### config.mk
export PLATFORM = sky130hd
export DESIGN_NAME = fpu_issue_ctrl
export DESIGN_NICKNAME = d
export VERILOG_FILES = /design/src/rtl/fpu_issue_ctrl.sv
export SDC_FILE = /design/constraint.sdc
export NUM_CORES = 1
export LEC_CHECK = 0
export CAP_MARGIN = 30
export CORE_MARGIN = 1.5
export CORE_UTILIZATION = 45
export CTS_BUF_LIST = sky130_fd_sc_hd__clkbuf_4
export DETAILED_ROUTE_END_ITERATION = 10
export PLACE_DENSITY = 0.83
export SYNTH_ARGS = -nofsm -noshare
export SYNTH_HDL_FRONTEND = slang
export SYNTH_SLANG_ARGS = --single-unit
### constraint.sdc
create_clock -name clk -period 9.04 [get_ports clk]
set_clock_uncertainty 0.15 [all_clocks]
set_input_delay 0.904 -clock clk [delete_from_list [all_inputs] [get_ports clk]]
set_output_delay 0.904 -clock clk [all_outputs]
set_load 0.01 [all_outputs]
### src/rtl/fpu_issue_ctrl.sv
`default_nettype none
// =============================================================================
// Module   : fpu_issue_ctrl
// Function : FPU issue control with 3-slot writeback scoreboard and hazard stall
// Revision : 1.0
// =============================================================================
module fpu_issue_ctrl #(
    parameter int ADDR_W = 6,
    parameter int CNT_W  = 16
) (
    input  logic              clk,
    input  logic              rst,
    input  logic              in_valid,
    output logic              in_ready,
    input  logic [3:0]        in_op,
    input  logic [ADDR_W-1:0] in_fs,
    input  logic [ADDR_W-1:0] in_ft,
    input  logic              in_use_fs,
    input  logic              in_use_ft,
    input  logic [ADDR_W-1:0] in_fd,
    output logic [3:0]        fpu_ctrl,
    output logic [ADDR_W-1:0] fpu_dd,
    output logic              wb_valid,
    output logic [ADDR_W-1:0] wb_addr,
    output logic              busy,
    output logic [CNT_W-1:0]  stall_cnt
);

    localparam logic [CNT_W-1:0] c_CNT_ONE = CNT_W'(1);

    logic [3:1]        r_pend_v;
    logic [ADDR_W-1:0] r_pend_dd [1:3];
    logic [CNT_W-1:0]  r_stall_cnt;

    logic [1:0] w_lat;
    logic       w_nop;
    logic       w_port_ok;
    logic       w_raw;
    logic       w_waw;
    logic       w_fire;

    // Latency class 0 marks a NOP: always accepted, reserves no slot.
    function automatic logic [1:0] lat_of(input logic [3:0] op);
        case (op)
            4'd1, 4'd2:                      lat_of = 2'd2;
            4'd4, 4'd5:                      lat_of = 2'd3;
            4'd3, 4'd6, 4'd7, 4'd8, 4'd9,
            4'd10, 4'd11, 4'd12:             lat_of = 2'd1;
            default:                         lat_of = 2'd0;
        endcase
    endfunction

    assign w_lat = lat_of(in_op);
    assign w_nop = (w_lat == 2'd0);

    // The target slot must be free once the shift-down has happened.
    always_comb begin
        w_port_ok = 1'b1;
        case (w_lat)
            2'd1:    w_port_ok = ~r_pend_v[2];
            2'd2:    w_port_ok = ~r_pend_v[3];
            default: w_port_ok = 1'b1;
        endcase
    end

    always_comb begin
        w_raw = 1'b0;
        w_waw = 1'b0;
        for (int k = 1; k <= 3; k++) begin
            if (r_pend_v[k]) begin
                if (in_use_fs && (in_fs != '0) && (r_pend_dd[k] == in_fs)) w_raw = 1'b1;
                if (in_use_ft && (in_ft != '0) && (r_pend_dd[k] == in_ft)) w_raw = 1'b1;
                if ((in_fd != '0) && (r_pend_dd[k] == in_fd))              w_waw = 1'b1;
            end
        end
    end

    assign in_ready = ~rst & (w_nop | (w_port_ok & ~w_raw & ~w_waw));
    assign w_fire   = in_valid & in_ready;
    assign fpu_ctrl = (w_fire && !w_nop) ? in_op : 4'd0;
    assign fpu_dd   = w_fire ? in_fd : '0;

    always_ff @(posedge clk or posedge rst) begin
        if (rst) begin
            r_pend_v    <= '0;
            r_stall_cnt <= '0;
            for (int k = 1; k <= 3; k++) r_pend_dd[k] <= '0;
        end else begin
            r_pend_v     <= {1'b0, r_pend_v[3:2]};
            r_pend_dd[1] <= r_pend_dd[2];
            r_pend_dd[2] <= r_pend_dd[3];
            r_pend_dd[3] <= '0;
            if (w_fire) begin
                case (w_lat)
                    2'd1: begin r_pend_v[1] <= 1'b1; r_pend_dd[1] <= in_fd; end
                    2'd2: begin r_pend_v[2] <= 1'b1; r_pend_dd[2] <= in_fd; end
                    2'd3: begin r_pend_v[3] <= 1'b1; r_pend_dd[3] <= in_fd; end
                    default: ;
                endcase
            end
            if (in_valid && !in_ready && (r_stall_cnt != '1))
                r_stall_cnt <= r_stall_cnt + c_CNT_ONE;
        end
    end

    assign wb_valid  = r_pend_v[1];
    assign wb_addr   = r_pend_dd[1];
    assign busy      = |r_pend_v;
    assign stall_cnt = r_stall_cnt;

endmodule
`default_nettype wire
## Yosys cells after proc, flatten, opt, wreduce, memory -nomap -nowiden

Memory sizes are Yosys's and may differ from the RTL's.
Cells that the tools add are included.

| word-level totals | value |
|---|---|
| memories | 1 |
| bits in registers | 37 |
| bits of input ports | 27 |
| bits in read-only memories | 32 |

Memory list:

| name | words | width | read ports | clocked after memory_dff | wr ports | RTL line | RTL |
|---|---|---|---|---|---|---|---|
| (no name shown) | 16 | 2 | 1 | 0 | 0 | 44 | `case (op)` |

| cells by class | value |
|---|---|
| multiplexer cells | 26 |
| reductions and logical operators | 21 |
| add/sub/neg operators | 1 |
| bitwise gates (word level) | 10 |
| eq/ne operators | 13 |

Operator list:

| operator | count |
|---|---|
| $eq A6 B6 Y1 | 9 |
| $mux W6 | 4 |
| $mux W1 | 18 |
| $mux W18 | 1 |
| $reduce_bool A6 Y1 | 3 |
| $add A16 B1 Y16 const B | 1 |
| $ne A16 B16 Y1 const B | 1 |
| $logic_and A1 B1 Y1 | 14 |
| $not A1 Y1 | 5 |
| $and A1 B1 Y1 | 4 |
| $eq A2 B2 Y1 const B | 2 |
| $mux W4 | 1 |
| $mux W3 | 1 |
| $reduce_or A3 Y1 | 1 |
| $eq A2 B1 Y1 const B | 1 |
| $logic_not A1 Y1 | 2 |
| $logic_not A2 Y1 | 1 |
| $pmux W1 S2 | 1 |
| $or A1 B1 Y1 | 1 |

## Longest topological paths before layout

| logic depth | value |
|---|---|
| word-level depth | 20 |
| gate-level depth with buffers | 13 |
| depth with buffers taken out | 12 |

## Least setup slack after synthesis

Ideal clock, no wire load.

| timing path | value |
|---|---|
| path type | input port to output port |
| start | input port in_op[0] |
| end | output port fpu_ctrl[0] |
| setup slack | 4.837 ns |
| path buffers | 1 |
| arrival | 3.149 ns |
| cell stages on the path | 12 |
| required time | 7.986 ns |
| path through | ha_1 > or3_1 > o21a_1 > inv_1 > ha_1 > a221oi_1 > a41oi_1 > a311oi_1 > a2111oi_2 > buf_6 > and2_2 > and3_1 |

| on the way | value |
|---|---|
| word-level cells in the longest chain between the ends | 10 |
| elaborated cells on any way between the ends | 13 |
| those cells by class | eq/ne (2); mux (2); bitwise (5); reduce/logical (3); memory (1) |

RTL lines:

| what | RTL line | RTL |
|---|---|---|
| from (decl) | 15 | `input logic [3:0] in_op,` |
| $mem_v2 Z16 W2 * | n/a |  |
| $eq A2 B2 Y1 / $eq A2 B1 Y1 (equally long branches) | 59 | `case (w_lat)` |
| $pmux W1 S2 | 59 |  |
| $and A1 B1 Y1 (2 in series) | 78 | `assign in_ready = ~rst & (w_nop \| (w_port_ok & ~w_raw & ~w_waw));` |
| $or A1 B1 Y1 * | 78 |  |
| $and A1 B1 Y1 * | 78 |  |
| named net in_ready | 14 | `output logic in_ready,` |
| $and A1 B1 Y1 * | 79 | `assign w_fire = in_valid & in_ready;` |
| $logic_and A1 B1 Y1 * | 80 | `assign fpu_ctrl = (w_fire && !w_nop) ? in_op : 4'd0;` |
| $mux W4 * | 80 |  |
| to (decl) | 21 | `output logic [3:0] fpu_ctrl,` |

Mark *: on every way through the listed nets, which the timed path passes. The rest lies on a longest branch.

## Final worst setup path

| timing path | value |
|---|---|
| start | input port in_op[0] |
| end | output port fpu_ctrl[1] |

| on the way | value |
|---|---|
| word-level cells in the longest chain between the ends | 10 |
| elaborated cells on any way between the ends | 13 |
| those cells by class | eq/ne (2); mux (2); bitwise (5); reduce/logical (3); memory (1) |

RTL lines:

| what | RTL line |
|---|---|
| $mem_v2 Z16 W2 * | n/a |
| $eq A2 B2 Y1 / $eq A2 B1 Y1 (equally long branches) | 59 |
| $pmux W1 S2 | 59 |
| $and A1 B1 Y1 (2 in series) | 78 |
| $or A1 B1 Y1 | 78 |
| $and A1 B1 Y1 | 78 |
| $and A1 B1 Y1 | 79 |
| $logic_and A1 B1 Y1 * | 80 |
| $mux W4 * | 80 |

Mark *: on every way between the ends. The rest lies on a longest branch, timed or not.

==> metrics.md <==
| Metric | Value |
|---|---|
| Status | `finished clean` |
| Die H | `78.8 µm` |
| Top cell type's share of synthesized area | `35.8%` |
| Rows | `27` |
| Post-Layout Inst Area | `3270 µm²` |
| Max-Cap Viols | `0` |
| Routed length per instance | `approximately 16 µm` |
| Drt first pass iters | `4` |
| Top post-synthesis cells by area | `dfrtp_1 (36%), xor2_1 (15%), xnor2_1 (8.5%)` |
| Core ar. | `5540 µm²` |
| Area grow syn2layout | `26.3%` |
| Drc violations | `0` |
| Nets | `342` |
| Postcts setup bufs | `0` |
| Detailed-route wire length | `6.24 mm` |
| Syn Nets | `~290` |
| Worst VDD drop | `0.138 mV` |
| Via count | `2095` |
| PD cells | `137 nW/µm²` |
| Die X | `78.8 µm` |
| Worst Hold Class | `reg -> reg` |
| Vias in the first global route | `2099` |
| Sw Pwr | `135 µW` |
| Net Sw Frac | `30.0%` |
| Clk buf depth | `2` |
| Post-CTS sizing | `0` |
| Cell Area, Synth | `2590 µm²` |
| Sequential area share after synthesis | `35.8%` |
| WS Path Type | `in -> out` |
| RSZ-0062 raised after global routing | `no` |
| Inserted Clock Buffers | `5` |
| Area after DPL | `approximately 3200 µm²` |
| Final worst setup slack | `3.72 ns` |
| Grt total ovfl | `0` |
| ANT cells | `0` |
| Setup-failing EPs final | `0` |
| Initial Util | `between 40% and 50%` |
| #FFs+latches synth | `37` |
| Setup TNS | `0 ns` |
| Cell Int Power | `between 300 and 400 µW` |
| Total GRT Usage | `21.3%` |
| Gate Count Post-Synth | `254` |
| Number of synthesized flops with an enable pin | `0` |
| IO Port Bufs | `61` |
| Logic pwr share | `29.5%` |
| Root Buffer | `clkbuf_4` |
| Initial antenna violation count | `0` |
| Filler Cells Inserted | `475` |
| Top FF cell, synth | `dfrtp_1` |
| TritonCTS clock tree | `yes` |
| Share of cells above drive strength 1 | `12.9%` |
| Crit end category | `output pin` |
| Critical Path RT | `7.99 ns` |
| Leak | `1.48 nW` |
| Ys async rst share | `100%` |
| Clock share of power | `25.4%` |
| Largest net degree at the start of global routing | `22` |
| Highest clock rate | `0.188 GHz` |
| Synthesized area per cell | `10.2 µm²` |
| Die area | `6210 µm²` |
| Clk pin slew, worst setup/hold paths | `0.10 ns` |
| Fin crit share | `58.8%` |
| Worst Path Arrival | `4.27 ns` |
| Post-synth cell types | `39` |
| CP max FO | `11` |
| Clock Latency Late Sink | `0.34 ns` |
| Post-route antenna net violation count | `0` |
| GPL Wtd Cong | `0.918` |
| Post-CTS Hold Buffers | `0` |
| Via/cell ratio | `5.50` |
| Worst hold slack | `0.339 ns` |
| Fin crit period | `5.32 ns` |
| Endpoints failing hold | `0` |
| Synth area leader | `dfrtp_1` |
| DRT iter0 DRCs | `between 60 and 70` |
| YS warnings | `0` |
| Least-Margin Pin Slew | `around 0.85 ns` |
| Pins Over Slew Limit | `0` |
| Dpl ws | `3.74 ns` |
| CTS sink count | `37` |
| Global-route wire length before repair | `a little over 10 mm` |
| CTS H-tree depth | `2` |
| Seq pwr share | `a little under half` |
| Setup crit start kind | `input pin` |
| Top Ports | `62` |
| Worst rel slew slack | `between 40% and 50%` |
| Dpl hpwl | `about 4.8 mm` |
critical path, stage by stage:
cell and delay [ns]:
clkdlybuf4s50_1 0.45, ha_1 0.20, or3_1 0.30, o21a_1 0.15, inv_1 0.10, ha_1 0.21
a221oi_1 0.12, a41oi_1 0.23, a311oi_1 0.14, a2111oi_2 0.34, buf_4 0.24, and2_2 0.19
and3_1 0.16, clkdlybuf4s50_1 0.53
placed cells by master (no fill, tap or decap), types with 6 or more instances in the layout:
cell type,n
xor2_1,44
clkdlybuf4s50_1,61
clkbuf_4,6
and3_1,8
and2_1,6
xnor2_1,25
dfrtp_1,37
nor3_1,10
nand2_1,14
ha_1,7
nand3_1,7
nor4_1,8
nor2_1,6
nand4_1,8
mux2_2,13
inv_1,8
and3_2,7
sequential cells by signal, indices dropped and copies added, names as in the netlist:
| signal | count |
|---|---|
| wb_addr | 6 |
| r_pend_v | 3 |
| r_pend_dd | 12 |
| stall_cnt | 16 |
routing by layer:
layer,GRT usage [%],wire (µm),part of all wire [%]
met1,28.1,2780,45
met2,34.8,2990,48
met3,3.45,306,4.9
met4,8.77,155,2.5
met5,0,0,0
cells by family (layout without fill, tap and decap cells):
logic type               count (synthesis)  in the layout  share of synthesized area, %
XOR/XNOR                                69             69                          23.4
flip-flops                              37             37                          35.8
multiplexers                            13             13                          5.66
AND/OR/NAND/NOR                         89             89                          20.8
AO/OA/AOI/OAI                           14             14                          5.08
adder cells (fa/ha/maj)                  7              7                          3.38
buffers and inverters                   25             80                          5.90
cell usage after synthesis, types with 2 or more instances:
library cell  instances
clkbuf_1              2
nand4_1               8
buf_4                11
and2_1                6
ha_1                  7
and3_1                8
nor3_1               10
inv_1                 8
a31oi_1               2
nor2_1                6
or4_2                 3
a311oi_1              2
or3_1                 2
xnor2_1              25
xor2_1               44
a21oi_1               2
and3_2                7
buf_2                 2
nand2_1              14
mux2_2               13
nor4_1                8
buf_6                 2
nand3_4               2
or4_1                 3
dfrtp_1              37
nand3_1               7
final cells by class:
cell class / instances / area (µm²) / share of cell area (%)
inverter: 8 / 30.0 / 0.919
timing repair buffer: 64 / 633 / 19.4
sequential: 37 / 926 / 28.3
multi-input combinational: 192 / 1510 / 46.2
tap: 72 / 90.1 / 2.76
clock buffer: 6 / 45.0 / 1.38
clock inverter: 2 / 33.8 / 1.03
power groups by stage:
stage / combinational, mW / clock (mW) / sequential, mW
global route: 0.145 / 0.125 / 0.205
finish: 0.132 / 0.114 / 0.202
detailed placement: 0.133 / 0 / 0.205
global placement: 0.131 / 0 / 0.205
CTS: 0.134 / 0.117 / 0.202
floorplan: 0.0680 / 0 / 0.207
path summary, 6_finish.rpt:
kind,from,slack (ns),cells after the start,end
max in group asynchronous,rst,7.02,3,r_pend_dd[8]
setup / recovery,in_op[0],3.72,14,fpu_ctrl[1]
min in group asynchronous,rst,0.99,2,stall_cnt[13]
setup reg to reg,wb_addr[0],6.21,7,stall_cnt[1]
hold / removal,stall_cnt[7],0.34,1,stall_cnt[7]
hold reg to reg,stall_cnt[7],0.34,1,stall_cnt[7]
metrics by stage:
step | cells | power [mW] | util (%)
final | 381 | 0.448 | 59.0
after global routing | 381 | 0.476 | 59.0
after CTS | 381 | 0.452 | 59.0
after detailed placement | 373 | 0.338 | 57.5
after global placement | 373 | 0.336 | 57.5
after floorplan | 254 | 0.275 | -
No activity file was read; power rests on OpenSTA's default activity.
